File: src/rtl/alu_seq_pkg.sv
// Shared opcodes, flag bit positions and FSM state type for the sequential ALU.
package alu_seq_pkg;

    localparam logic [3:0] OP_AND = 4'b0001;
    localparam logic [3:0] OP_OR  = 4'b0010;
    localparam logic [3:0] OP_XOR = 4'b0011;
    localparam logic [3:0] OP_SHL = 4'b0100;
    localparam logic [3:0] OP_ADD = 4'b0101;
    localparam logic [3:0] OP_SHR = 4'b0110;
    localparam logic [3:0] OP_SAR = 4'b0111;
    localparam logic [3:0] OP_MUL = 4'b1000;
    localparam logic [3:0] OP_SUB = 4'b1001;
    localparam logic [3:0] OP_CMP = 4'b1011;
    localparam logic [3:0] OP_MOV = 4'b1101;
    localparam logic [3:0] OP_LUI = 4'b1111;

    localparam int FLG_C = 0;
    localparam int FLG_L = 2;
    localparam int FLG_V = 5;
    localparam int FLG_Z = 6;
    localparam int FLG_N = 7;

    typedef enum logic [1:0] {
        IDLE = 2'd0,
        BUSY = 2'd1,
        DONE = 2'd2
    } state_t;

endpackage

File: src/rtl/alu_seq_mul.sv
// Iterative shift-add unsigned multiplier: one partial product per cycle,
// done pulses for one cycle after the last of WIDTH steps.
module alu_seq_mul #(
    parameter int WIDTH = 16
) (
    input  logic                 clk,
    input  logic                 rst,
    input  logic                 start,
    input  logic [WIDTH-1:0]     a,
    input  logic [WIDTH-1:0]     b,
    output logic                 done,
    output logic [2*WIDTH-1:0]   prod
);

    localparam int CW = $clog2(WIDTH);

    logic [WIDTH-1:0] mcand;
    logic [CW-1:0]    cnt;
    logic             run;
    logic [WIDTH:0]   psum;

    // Upper half accumulates the multiplicand; lower half holds the unused multiplier bits.
    assign psum = {1'b0, prod[2*WIDTH-1:WIDTH]} + {1'b0, (prod[0] ? mcand : '0)};

    always_ff @(posedge clk) begin
        if (rst) begin
            prod  <= '0;
            mcand <= '0;
            cnt   <= '0;
            run   <= 1'b0;
            done  <= 1'b0;
        end else begin
            done <= 1'b0;
            if (start) begin
                prod  <= {{WIDTH{1'b0}}, b};
                mcand <= a;
                cnt   <= '0;
                run   <= 1'b1;
            end else if (run) begin
                prod <= {psum, prod[WIDTH-1:1]};
                cnt  <= cnt + 1'b1;
                if (cnt == CW'(WIDTH - 1)) begin
                    run  <= 1'b0;
                    done <= 1'b1;
                end
            end
        end
    end

endmodule

File: src/rtl/alu_seq.sv
// Handshaked sequential ALU with held results and flags.
// Define ALU_SEQ_MUL_EN to build the iterative multiplier (opcode 1000).
module alu_seq
    import alu_seq_pkg::*;
#(
    parameter int WIDTH = 16
) (
    input  logic             clk,
    input  logic             rst,
    input  logic             in_valid,
    output logic             in_ready,
    input  logic [WIDTH-1:0] a,
    input  logic [WIDTH-1:0] b,
    input  logic [3:0]       sel,
    output logic             out_valid,
    input  logic             out_ready,
    output logic [WIDTH-1:0] y,
    output logic [WIDTH-1:0] y_hi,
    output logic [15:0]      flags
);

    localparam int SHW = $clog2(WIDTH);

    state_t                  state;
    logic [SHW-1:0]          sh;
    logic [WIDTH:0]          sum_c;
    logic [WIDTH:0]          dif_c;
    logic [WIDTH:0]          shl_c;
    logic [WIDTH:0]          shr_c;
    logic signed [WIDTH:0]   sar_c;
    logic [WIDTH-1:0]        y_c;
    logic [15:0]             f_c;

    assign sh = b[SHW-1:0];

`ifdef ALU_SEQ_MUL_EN
    logic                 mul_start;
    logic                 mul_done;
    logic [2*WIDTH-1:0]   mul_prod;

    assign mul_start = (state == IDLE) && in_valid && (sel == OP_MUL);

    alu_seq_mul #(.WIDTH(WIDTH)) u_mul (
        .clk   (clk),
        .rst   (rst),
        .start (mul_start),
        .a     (a),
        .b     (b),
        .done  (mul_done),
        .prod  (mul_prod)
    );
`endif

    // Shifts run one bit wider so the last bit shifted out lands in the spare position.
    always_comb begin
        sum_c = {1'b0, a} + {1'b0, b};
        dif_c = {1'b0, a} + {1'b0, ~b} + {{WIDTH{1'b0}}, 1'b1};
        shl_c = {1'b0, a} << sh;
        shr_c = {a, 1'b0} >> sh;
        sar_c = $signed({a, 1'b0}) >>> sh;
        y_c   = a;
        f_c   = '0;
        case (sel)
            OP_AND: y_c = a & b;
            OP_OR:  y_c = a | b;
            OP_XOR: y_c = a ^ b;
            OP_MOV: y_c = b;
            OP_LUI: y_c = {b[WIDTH/2-1:0], {(WIDTH/2){1'b0}}};
            OP_ADD: begin
                y_c        = sum_c[WIDTH-1:0];
                f_c[FLG_C] = sum_c[WIDTH];
                f_c[FLG_V] = (a[WIDTH-1] == b[WIDTH-1]) && (sum_c[WIDTH-1] != a[WIDTH-1]);
            end
            OP_SUB: begin
                y_c        = dif_c[WIDTH-1:0];
                f_c[FLG_C] = dif_c[WIDTH];
                f_c[FLG_V] = (a[WIDTH-1] != b[WIDTH-1]) && (dif_c[WIDTH-1] != a[WIDTH-1]);
            end
            OP_CMP: begin
                f_c[FLG_C] = dif_c[WIDTH];
                f_c[FLG_V] = (a[WIDTH-1] != b[WIDTH-1]) && (dif_c[WIDTH-1] != a[WIDTH-1]);
                f_c[FLG_L] = (a < b);
                f_c[FLG_Z] = (dif_c[WIDTH-1:0] == '0);
                f_c[FLG_N] = dif_c[WIDTH-1];
            end
            OP_SHL: begin
                y_c        = shl_c[WIDTH-1:0];
                f_c[FLG_C] = shl_c[WIDTH];
            end
            OP_SHR: begin
                y_c        = shr_c[WIDTH:1];
                f_c[FLG_C] = shr_c[0];
            end
            OP_SAR: begin
                y_c        = sar_c[WIDTH:1];
                f_c[FLG_C] = sar_c[0];
            end
            default: y_c = a;
        endcase
    end

    always_ff @(posedge clk) begin
        if (rst) begin
            state     <= IDLE;
            in_ready  <= 1'b1;
            out_valid <= 1'b0;
            y         <= '0;
            y_hi      <= '0;
            flags     <= '0;
        end else begin
            case (state)
                IDLE: begin
                    if (in_valid) begin
                        in_ready <= 1'b0;
`ifdef ALU_SEQ_MUL_EN
                        if (sel == OP_MUL) begin
                            state <= BUSY;
                        end else
`endif
                        begin
                            y         <= y_c;
                            y_hi      <= '0;
                            flags     <= f_c;
                            out_valid <= 1'b1;
                            state     <= DONE;
                        end
                    end
                end
                BUSY: begin
`ifdef ALU_SEQ_MUL_EN
                    if (mul_done) begin
                        y            <= mul_prod[WIDTH-1:0];
                        y_hi         <= mul_prod[2*WIDTH-1:WIDTH];
                        flags        <= '0;
                        flags[FLG_C] <= |mul_prod[2*WIDTH-1:WIDTH];
                        out_valid    <= 1'b1;
                        state        <= DONE;
                    end
`else
                    state    <= IDLE;
                    in_ready <= 1'b1;
`endif
                end
                DONE: begin
                    if (out_ready) begin
                        out_valid <= 1'b0;
                        in_ready  <= 1'b1;
                        state     <= IDLE;
                    end
                end
                default: begin
                    state     <= IDLE;
                    in_ready  <= 1'b1;
                    out_valid <= 1'b0;
                end
            endcase
        end
    end

endmodule

File: config.mk
export PLATFORM = sky130hd
export DESIGN_NAME = alu_seq
export DESIGN_NICKNAME = d
export VERILOG_FILES = /design/src/rtl/alu_seq_pkg.sv /design/src/rtl/alu_seq_mul.sv /design/src/rtl/alu_seq.sv
export SDC_FILE = /design/constraint.sdc
export NUM_CORES = 1
export LEC_CHECK = 0
export ABC_AREA = 1
export BUFFER_PORTS_ARGS = -buffer_cell sky130_fd_sc_hd__buf_4
export CAP_MARGIN = 0
export CORE_MARGIN = 2
export CORE_UTILIZATION = 25
export CTS_BUF_LIST = sky130_fd_sc_hd__clkbuf_4 sky130_fd_sc_hd__clkbuf_8
export DETAILED_ROUTE_END_ITERATION = 6
export PLACE_DENSITY = 0.44
export SETUP_SLACK_MARGIN = 0.3
export SKIP_LAST_GASP = 1
export SLEW_MARGIN = 20
export SYNTH_ARGS = -nofsm -noshare
export SYNTH_HDL_FRONTEND = slang
export SYNTH_SLANG_ARGS = --single-unit
File: constraint.sdc
create_clock -name clk -period 3.6 [get_ports clk]
set_input_delay 0.18 -clock clk [delete_from_list [all_inputs] [get_ports clk]]
set_output_delay 0.18 -clock clk [all_outputs]
set_load 0.01 [all_outputs]
==> results.sh <==
export IMPL_grt_overflow=0
export IMPL_r2r_cells=9
export IMPL_irDropWorstVdd_uv=131.7
export IMPL_clock_skew_ns=0.001854
export IMPL_num_vias=7530
export IMPL_synth_async_reset_ratio_pct=0
export IMPL_mostFrequentLayoutCell="nand2_1"
export IMPL_wl_per_cell_microns=18.17
export IMPL_drv_slew=0
export IMPL_final_cell_mix="nand2_1 (397), nand3_1 (165), inv_1 (135)"
export IMPL_worst_slew_pin_transition_ns=0.8576
export IMPL_drt_first_pass_iters=5
export IMPL_cts_buffers=3
export IMPL_cts_buffer_depth=2
export IMPL_cts_setup_buffers=0
export IMPL_cts_resized=0
export IMPL_mappedNetlistArea_sq_um=6118
export IMPL_drc=0
export IMPL_rows=57
export IMPL_clk_pin_slew_worst_paths_ns=0.09
export IMPL_cts_sink_count=23
export IMPL_drive_above_1_share_pct=9.242
export IMPL_worstPathRequired_ns=3.76
export IMPL_grt_pass1_wl_microns=41890
export IMPL_place_gp_congestion=0.9268
export IMPL_hold_buffers=0
export IMPL_ys_ff_latch=23
export IMPL_finalHoldViolCount=0
export IMPL_rsz0062_at_grt="no"
export IMPL_area_growth_pct=9.918
export IMPL_yosysUniqueCellTypes=38
export IMPL_netlist_instances=1177
export IMPL_antenna_found_initial=1
export IMPL_ys_warn_count=0
export IMPL_dieArea_sq_um=25740
export IMPL_drt_iter0_markers=759
export IMPL_place_area_sq_um=6676
export IMPL_synth_main_ff_cell="dfxtp_1"
export IMPL_p_total_mw=1.325
export IMPL_start_kind="input port"
export IMPL_start_util_pct=25.31
export IMPL_tns_ns=0
export IMPL_vias_per_cell=4.934
export IMPL_p_leak_nw=3.626
export IMPL_die_h_microns=160.4
export IMPL_grt_total_usage_pct=21.12
export IMPL_ant_nets=0
export IMPL_timing_fmax_mhz=436.0
export IMPL_crit_type="in2reg"
export IMPL_status="complete, no violations"
export IMPL_critPathCaptureType="flop"
export IMPL_fin_ws_ns=1.306
export IMPL_fin_crit_ns=2.294
export IMPL_seqCellArea_sq_um=460.4
export IMPL_synth_edff_count=0
export IMPL_syn_area_per_cell_sq_um=5.198
export IMPL_period_share_pct=63.71
export IMPL_nFillCells=2842
export IMPL_fin_area_sq_um=6725
export IMPL_port_buffers=62
export IMPL_hold_path_class="in2reg"
export IMPL_num_nets_final=1297
export IMPL_path_max_fanout=31
export IMPL_clock_latency_ns=0.27
export IMPL_cts_tree="yes"
export IMPL_pin_count=90
export IMPL_hold_depth=2
export IMPL_powerDensity_nw_per_um2=197.0
export IMPL_drv_cap=0
export IMPL_htree_num_levels=1
export IMPL_yosysSeqAreaShare_pct=7.526
export IMPL_multiInputGateArea_sq_um=4751
export IMPL_setup_violations=0
export IMPL_grt_max_degree=40
export IMPL_fin_util_pct=27.82
export IMPL_wl_microns=27730
export IMPL_die_w_microns=160.4
export IMPL_cts_root_buffer_cell="clkbuf_8"
export IMPL_place_ws_ns=1.047
export IMPL_critical_path_arrival_ns=2.45
export IMPL_grt_pass1_vias=7097
export IMPL_core_area_sq_um=24180
export IMPL_slew_headroom_pct=42.69
export IMPL_hpwl_microns=22640
-- metal layers --
metal	global-route usage (%)	vias to the layer above	routed length, microns
met3	1.705	22	1636
met5	0	-	0
li1	-	3754	-
met1	29.57	3521	12620
met2	35.72	233	12970
met4	3.890	0	511
-- cell type report --
cell class / count / area share, %
Antenna cell: 1 / 0.03721
Clock buffer: 3 / 0.6140
Inverter: 144 / 8.167
Multi-Input combinational cell: 962 / 70.64
Timing Repair Buffer: 68 / 7.591
Clock inverter: 1 / 0.07442
Sequential cell: 23 / 6.847
Tap cell: 324 / 6.028
-- state kept, by name, indices dropped and copies added (netlist names) --
signal,cells
flags,5
in_ready,1
y,16
out_valid,1
-- metrics by stage --
| stage | hold WS [ns] | cells |
|---|---|---|
| 4_1_cts | 0.1074 | 1525 |
| 6_report | 0.1105 | 1526 |
| 3_5_place_dp | 0.3899 | 1521 |
| 3_3_place_gp | 0.3887 | 1521 |
| 2_1_floorplan | 0.2491 | 1203 |
| 5_1_grt | 0.1171 | 1525 |
-- power breakdown --
group | total, mW | internal, mW | switching [mW]
logic | 0.876 | 0.267 | 0.609
clock network | 0.168 | 0.0774 | 0.0905
registers | 0.281 | 0.271 | 0.0104
-- critical path, stage by stage --
cell	delay, ns
buf_4	0.29
inv_1	0.11
ha_1	0.50
inv_1	0.16
nand2_1	0.10
nand2_1	0.06
nand2_1	0.07
nand3_1	0.15
nand2_1	0.10
nand2_1	0.11
nand2_1	0.08
nand2_1	0.05
nor2_1	0.17
nand3_1	0.09
nand2_1	0.14
a21oi_1	0.08
-- synthesized netlist by cell type, types with 2 or more instances --
| cell | number | area, sq um |
|---|---|---|
| nand3b_1 | 4 | 30.03 |
| a21oi_2 | 3 | 26.28 |
| o21bai_1 | 2 | 15.01 |
| nor3_1 | 11 | 55.05 |
| fa_1 | 2 | 40.04 |
| o211ai_1 | 4 | 30.03 |
| buf_4 | 36 | 270.3 |
| ha_1 | 53 | 663.1 |
| a21oi_1 | 60 | 300.3 |
| nor2_1 | 112 | 420.4 |
| o21ai_0 | 46 | 230.2 |
| nand2_4 | 2 | 22.52 |
| and2_1 | 7 | 43.79 |
| clkbuf_1 | 12 | 45.04 |
| buf_2 | 22 | 110.1 |
| inv_2 | 6 | 22.52 |
| buf_1 | 2 | 7.510 |
| o21ai_1 | 10 | 50.05 |
| inv_1 | 135 | 506.7 |
| nand4_1 | 21 | 131.4 |
| nor2_4 | 5 | 56.30 |
| nor2_2 | 10 | 62.56 |
| o22ai_1 | 8 | 50.05 |
| buf_6 | 2 | 22.52 |
| nand2_1 | 397 | 1490 |
| nand3_1 | 165 | 825.8 |
| nand2_2 | 7 | 43.79 |
| dfxtp_1 | 23 | 460.4 |
-- cell families (layout without fill, tap and decap cells) --
family                   Yosys count  in the layout  synth area share [%]
adder cells (fa/ha/maj)           55             55                 11.49
other                              1             28               0.06129
AO/OA/AOI/OAI                    136            136                 11.96
AND/OR/NAND/NOR                  743            743                 52.39
buffers and inverters            218            216                 16.42
XOR/XNOR                           1              1                0.1432
flip-flops                        23             23                 7.526
-- path summary, 6_finish.rpt --
kind | start | to | slack [ns]
worst min-delay path | in_valid | out_valid | 0.11
worst max register to register | out_valid | flags[6] | 1.49
worst max-delay path | b[2] | y[5] | 1.31
worst min register to register | in_ready | in_ready | 0.46
(Power assumes the default switching activity.)
